**src/rtl/mem_arb_pkg.sv**
```systemverilog
// Shared types and constants for the CPU/host memory arbiter.
package mem_arb_pkg;

  localparam int DEF_ADDR_W = 5;
  localparam int DEF_DATA_W = 8;

  localparam logic OWN_CPU  = 1'b0;
  localparam logic OWN_HOST = 1'b1;

  typedef enum logic [1:0] {
    IDLE = 2'd0,
    ADDR = 2'd1,
    XFER = 2'd2,
    ACK  = 2'd3
  } state_t;

endpackage

```
**src/rtl/mem_arbiter.sv**
```systemverilog
// Two-master memory arbiter: CPU priority, one 4-cycle transaction per grant.
// Define MEM_ARB_FAIRNESS_EN to force a host grant after MAX_WAIT lost rounds.
module mem_arbiter
  import mem_arb_pkg::*;
#(
  parameter int ADDR_W   = DEF_ADDR_W,
  parameter int DATA_W   = DEF_DATA_W,
  parameter int MAX_WAIT = 3
) (
  input  logic              clk,
  input  logic              rst,
  input  logic              cpu_req,
  input  logic              cpu_we,
  input  logic [ADDR_W-1:0] cpu_addr,
  input  logic [DATA_W-1:0] cpu_wdata,
  output logic              cpu_ack,
  input  logic              host_req,
  input  logic              host_we,
  input  logic [ADDR_W-1:0] host_addr,
  input  logic [DATA_W-1:0] host_wdata,
  output logic              host_ack,
  output logic [DATA_W-1:0] rdata,
  output logic [ADDR_W-1:0] mem_addr,
  output logic [DATA_W-1:0] mem_wdata,
  output logic              mem_rd,
  output logic              mem_wr,
  input  logic [DATA_W-1:0] mem_rdata,
  output logic              busy,
  output logic              owner
);

  state_t state;
  state_t state_nx;

  logic              we_q;
  logic [ADDR_W-1:0] addr_q;
  logic [DATA_W-1:0] wdata_q;
  logic              any_req;
  logic              grant_host;
  logic              grant;

  assign any_req = cpu_req | host_req;
  assign grant   = (state == IDLE) & any_req;

  if (MAX_WAIT < 1) begin : g_max_wait_chk
    $error("MAX_WAIT must be at least 1");
  end

`ifdef MEM_ARB_FAIRNESS_EN
  localparam int CNT_W = $clog2(MAX_WAIT + 1);

  logic [CNT_W-1:0] wait_cnt;
  logic             host_turn;

  assign host_turn  = (wait_cnt == CNT_W'(MAX_WAIT));
  assign grant_host = host_req & (~cpu_req | host_turn);

  // Counts rounds the host lost to the CPU; saturates at MAX_WAIT.
  always_ff @(posedge clk or posedge rst) begin
    if (rst) begin
      wait_cnt <= '0;
    end else if (grant) begin
      if (grant_host) begin
        wait_cnt <= '0;
      end else if (host_req && !host_turn) begin
        wait_cnt <= wait_cnt + 1'b1;
      end
    end
  end
`else
  assign grant_host = host_req & ~cpu_req;
`endif

  always_ff @(posedge clk or posedge rst) begin
    if (rst) begin
      state   <= IDLE;
      owner   <= OWN_CPU;
      we_q    <= 1'b0;
      addr_q  <= '0;
      wdata_q <= '0;
      rdata   <= '0;
    end else begin
      state <= state_nx;
      if (grant) begin
        owner   <= grant_host ? OWN_HOST : OWN_CPU;
        we_q    <= grant_host ? host_we : cpu_we;
        addr_q  <= grant_host ? host_addr : cpu_addr;
        wdata_q <= grant_host ? host_wdata : cpu_wdata;
      end
      if (state == XFER && !we_q) begin
        rdata <= mem_rdata;
      end
    end
  end

  assign mem_addr  = addr_q;
  assign mem_wdata = wdata_q;

  // Strobes and acks decode straight from state so reset drops them at once.
  always_comb begin
    state_nx = state;
    mem_rd   = 1'b0;
    mem_wr   = 1'b0;
    cpu_ack  = 1'b0;
    host_ack = 1'b0;
    busy     = 1'b1;
    unique case (state)
      IDLE: begin
        busy = 1'b0;
        if (any_req) state_nx = ADDR;
      end
      ADDR: state_nx = XFER;
      XFER: begin
        mem_rd   = ~we_q;
        mem_wr   = we_q;
        state_nx = ACK;
      end
      ACK: begin
        cpu_ack  = (owner == OWN_CPU);
        host_ack = (owner == OWN_HOST);
        state_nx = IDLE;
      end
      default: state_nx = IDLE;
    endcase
  end

endmodule

```
**config.mk**
```make
export PLATFORM = sky130hd
export DESIGN_NAME = mem_arbiter
export DESIGN_NICKNAME = d
export VERILOG_FILES = /design/src/rtl/mem_arb_pkg.sv /design/src/rtl/mem_arbiter.sv
export SDC_FILE = /design/constraint.sdc
export NUM_CORES = 1
export LEC_CHECK = 0
export CORE_MARGIN = 2
export CORE_UTILIZATION = 38
export DETAILED_ROUTE_END_ITERATION = 12
export PLACE_DENSITY = 0.87
export SYNTH_ARGS = -nofsm -noshare
export SYNTH_HDL_FRONTEND = slang
export SYNTH_SLANG_ARGS = --single-unit
```
**constraint.sdc**
```tcl
create_clock -name clk -period 2.2 [get_ports clk]
set_clock_uncertainty 0.2 [all_clocks]
set_input_delay 0.66 -clock clk [delete_from_list [all_inputs] [get_ports clk]]
set_output_delay 0.66 -clock clk [all_outputs]
set_load 0.01 [all_outputs]
```
Word-level counts from Yosys, hierarchy flattened
Cells that the tools add are included.
- register bits after elaboration: 25
- input bits: 40
- output and inout bits: 27
- eq/ne operators: 4
- mux-type cells: 11
- bitwise gates (word level): 6
- reduce and logical (&&, ||, !) cells: 3
- operators by type and width (cell ; count):
    2-to-1 mux 8 bit ; 1
    one-hot mux 2 bit (4 select lines) ; 1
    2-to-1 mux 1 bit ; 7
    2-to-1 mux 5 bit ; 1
    == test 2 bit, second input constant ; 2
    inverter 1 bit ; 3
    AND 1 bit ; 2
    == test 2 x 1 -> 1 bit, second input constant ; 1
    zero test 2 bit ; 1
    2-to-1 mux 2 bit ; 1
    inequality test 2 bit, second input constant ; 1
    logical AND 1 bit ; 1
    zero test 1 bit ; 1
    OR 1 bit ; 1

Logic depth before layout (Yosys ltp)
- depth in word-level cells: 3
- mapped depth: 7
- depth with buffers taken out: 5

Worst setup path before layout
OpenSTA, ideal clock, no wires.
- path kind: register -> output
- start point: register state[0]
- end point: output port mem_rd
- arrival time: 953 ps
- slack: 387 ps
- stages on the path, launching flop included: 5
- buffers on the path: 1
- cells stage by stage: dfrtp_1 -> inv_1 -> ha_1 -> nor2b_1 -> buf_2
- cells in the longest elaborated chain, start to end: 2
- ends and longest elaborated chain (what ; RTL line ; source):
    start, declared ; mem_arbiter.sv:32 ; state_t state;
    start signal, assigned ; mem_arbiter.sv:83 ; state <= state_nx;
    == test 2 bit ; mem_arbiter.sv:107 ; unique case (state)
    2-to-1 mux 1 bit ; mem_arbiter.sv:107 ;
    end, declared ; mem_arbiter.sv:25 ; output logic mem_rd,
No other way between the ends.

Final worst setup path
- start point: register addr_q[1], in the netlist mem_addr[1]
- end point: output port mem_addr[1]
- RTL lines (what ; RTL line ; source):
    start, declared ; mem_arbiter.sv:36 ; logic [ADDR_W-1:0] addr_q;
    start signal, assigned ; mem_arbiter.sv:87 ; addr_q <= grant_host ? host_addr : cpu_addr;
    end, declared ; mem_arbiter.sv:23 ; output logic [ADDR_W-1:0] mem_addr,
No word-level cell between the ends.

==> metrics <==
Reg-to-Reg Start state[1]; pwr/cell area roughly 1300 mW/mm2; top post-synthesis cells by count dfrtp_1 (25), o22ai_1 (23), nor2_1 (10); fmax ~460 MHz; vias in the first global route between 1,000 and 1,500; syn_nets around 150; crit end category primary output; crit path DAT approximately 1.3 ns; synth top area cells dfrtp_1 (53%), o22ai_1 (12%), mux2_2 (7.6%); layout cells sized above 1 about a fifth; initial antenna violation count 0; 1st-pass router iterations 4; GR Util All Layers between 20% and 30%; status finished, final reports clean; DRT antenna net count 0; final slew viol count 0; CP peak stage delay ~0.56 ns; Die Span Y between 50 and 60 um; Placer Congestion 0.765; Leak between 0.0008 and 0.0009 uW; CP delay by family, top buffers and inverters; Vias roughly 1,100; dpl hpwl approximately 2.7 mm; CTS Buf Count 3; synthesis-stage register bit count 25; total chip power roughly 2600 uW; hold depth 1; crit-path max FO 3; yosys synthesis warning count 0; Synth top area share 52.6%; Post-synth EDFFs 0; largest net degree at the start of global routing 28; Yosys top cell by area dfrtp_1; Min-Delay Path Class reg2reg; PortBufs 66; # setup viols final 0; first-pass GRT wire length ~5.6 mm; Synth Area per Inst approximately 11 um2; die area around 0.0036 mm2; DRT iter0 DRCs 28; Worst Path Buf+Inv 1; fillcell total 271; Worst Hold End rdata[0]; CP startpoint kind register; crit path max-delay cell type clkdlybuf4s50_1; DRC violation count after routing 0; Rel. slew slack 78.5%; Initial Util 39.6%; fin area 0.00201 mm2; Final min period 2.16 ns; crit-path cells clkdlybuf4s50_1; min-delay src rdata[0]; # rows 20; worst reg-to-reg setup slack 0.31 ns; max-capacitance violation count 0; Reg2Reg Depth 7; I/O pin count 67; Vias/cell between 5 and 6; crit path kind reg2out; Mapped Cells between 100 and 150; Die X about 60 um; area post-placement 0.00195 mm2; Longest Clk Path Bufs 2; routed wire length ~3.5 mm; Setup WS post-layout 0.0421 ns; Clock Sink Count 25; fraction of registers with async set/reset 100%; Final Core Density about two thirds; H-Tree Depth 1; count leader, synth dfrtp_1; Core ar. 0.00300 mm2; Area Overhead vs Synth 69.2%; Worst Max-Slew Pin Slew 0.322 ns; total grt overflow 0; Critical Path RT between 1 and 1.5 ns; Final #Nets between 200 and 250; total negative slack 0 ns; hold buffers post-CTS 0; Final Hold Viols 0; register area share after synthesis a little over half; WL/cell ~16 um; CTS clk-pin slew, worst paths ~0.14 ns; root buffer selected by CTS clkbuf_4; Syn Std Cell Area ~0.0012 mm2; Ant. Diodes 0; TritonCTS clock tree done; Synth cell types 19; Max VDD drop about 0.00057 V; clk_lat worst skew 0.33 ns; Final Cycle Share a little over nine tenths; FF-to-FF End mem_wdata[6]; ys flop type dfrtp_1; Setup WS pre-CTS -0.0392 ns
==> registers in the layout, summed over array words and instances, names as in the netlist <==
name / cells
mem_wdata: 8
owner: 1
mem_addr: 5
we_q: 1
rdata: 8
state: 2
==> power breakdown <==
group / total, uW / switching (uW) / internal [uW]
combinational: 1480 / 614 / 869
sequential: 871 / 173 / 698
clock: 216 / 145 / 71.2
==> layout make-up <==
class                      instances  area, um2  area share [%]
clock buffer                       4       26.3            1.31
inverter                           5       21.3            1.06
multi-input combinational         72        548            27.2
sequential                        25        626            31.1
tap                               33       41.3            2.05
timing repair buffer              80        751            37.3
==> cells by family (layout without fill, tap and decap cells) <==
kind of cell / after synthesis / after routing / synth area share, %
simple gates: 28 / 28 / 12.6
flops: 25 / 25 / 52.6
mux: 10 / 10 / 9.67
fa+ha+maj: 4 / 4 / 4.21
compound gates: 30 / 30 / 16.6
buf+inv: 11 / 89 / 4.31
==> worst max-delay path by stage <==
stage	startpoint	cells after the start	endpoint	slack, ns
floorplan	state[0]	4	mem_rd	0.39
global placement	state[0]	4	mem_rd	0.01
detailed placement	state[0]	4	mem_rd	-0.04
CTS	state[0]	4	mem_wr	-0.004
global route	state[1]	5	busy	-0.003
finish	mem_addr[1]	1	mem_addr[1]	0.04
==> placed cells by master, fill, tap and decap left out, drive strengths merged <==
cell           instances
inv                    5
nand2                  1
and2                   3
or2                    2
clkbuf                 4
mux2                   9
a2bb2oi                5
a21oi                  2
nor2                  10
nor2b                  2
o22ai                 23
nand2b                 8
buf                   19
ha                     4
clkdlybuf4s50         61
mux2i                  1
dfrtp                 25
or2b                   2
==> repair_timing <==
item	CTS	global route
endpoints found under the setup margin	5	5
resized for setup	22	10
pin swaps	0	2
buffers inserted	1	2
==> layer usage <==
layer | vias to the layer above | global-route usage [%] | wire (um)
li1 | 542 | - | -
met1 | 559 | 22.3 | 1280
met2 | 36 | 41.0 | 2060
met3 | 8 | 2.16 | 135
met4 | 0 | 9.52 | 71
met5 | - | 0 | 0
==> through the flow <==
stage	cells	hold WS (ns)
6_report	219	0.324
5_1_grt	219	0.332
4_1_cts	218	0.326
3_5_place_dp	213	0.296
3_3_place_gp	213	0.288
2_1_floorplan	108	0.319
No activity file was read; power rests on OpenSTA's default activity.
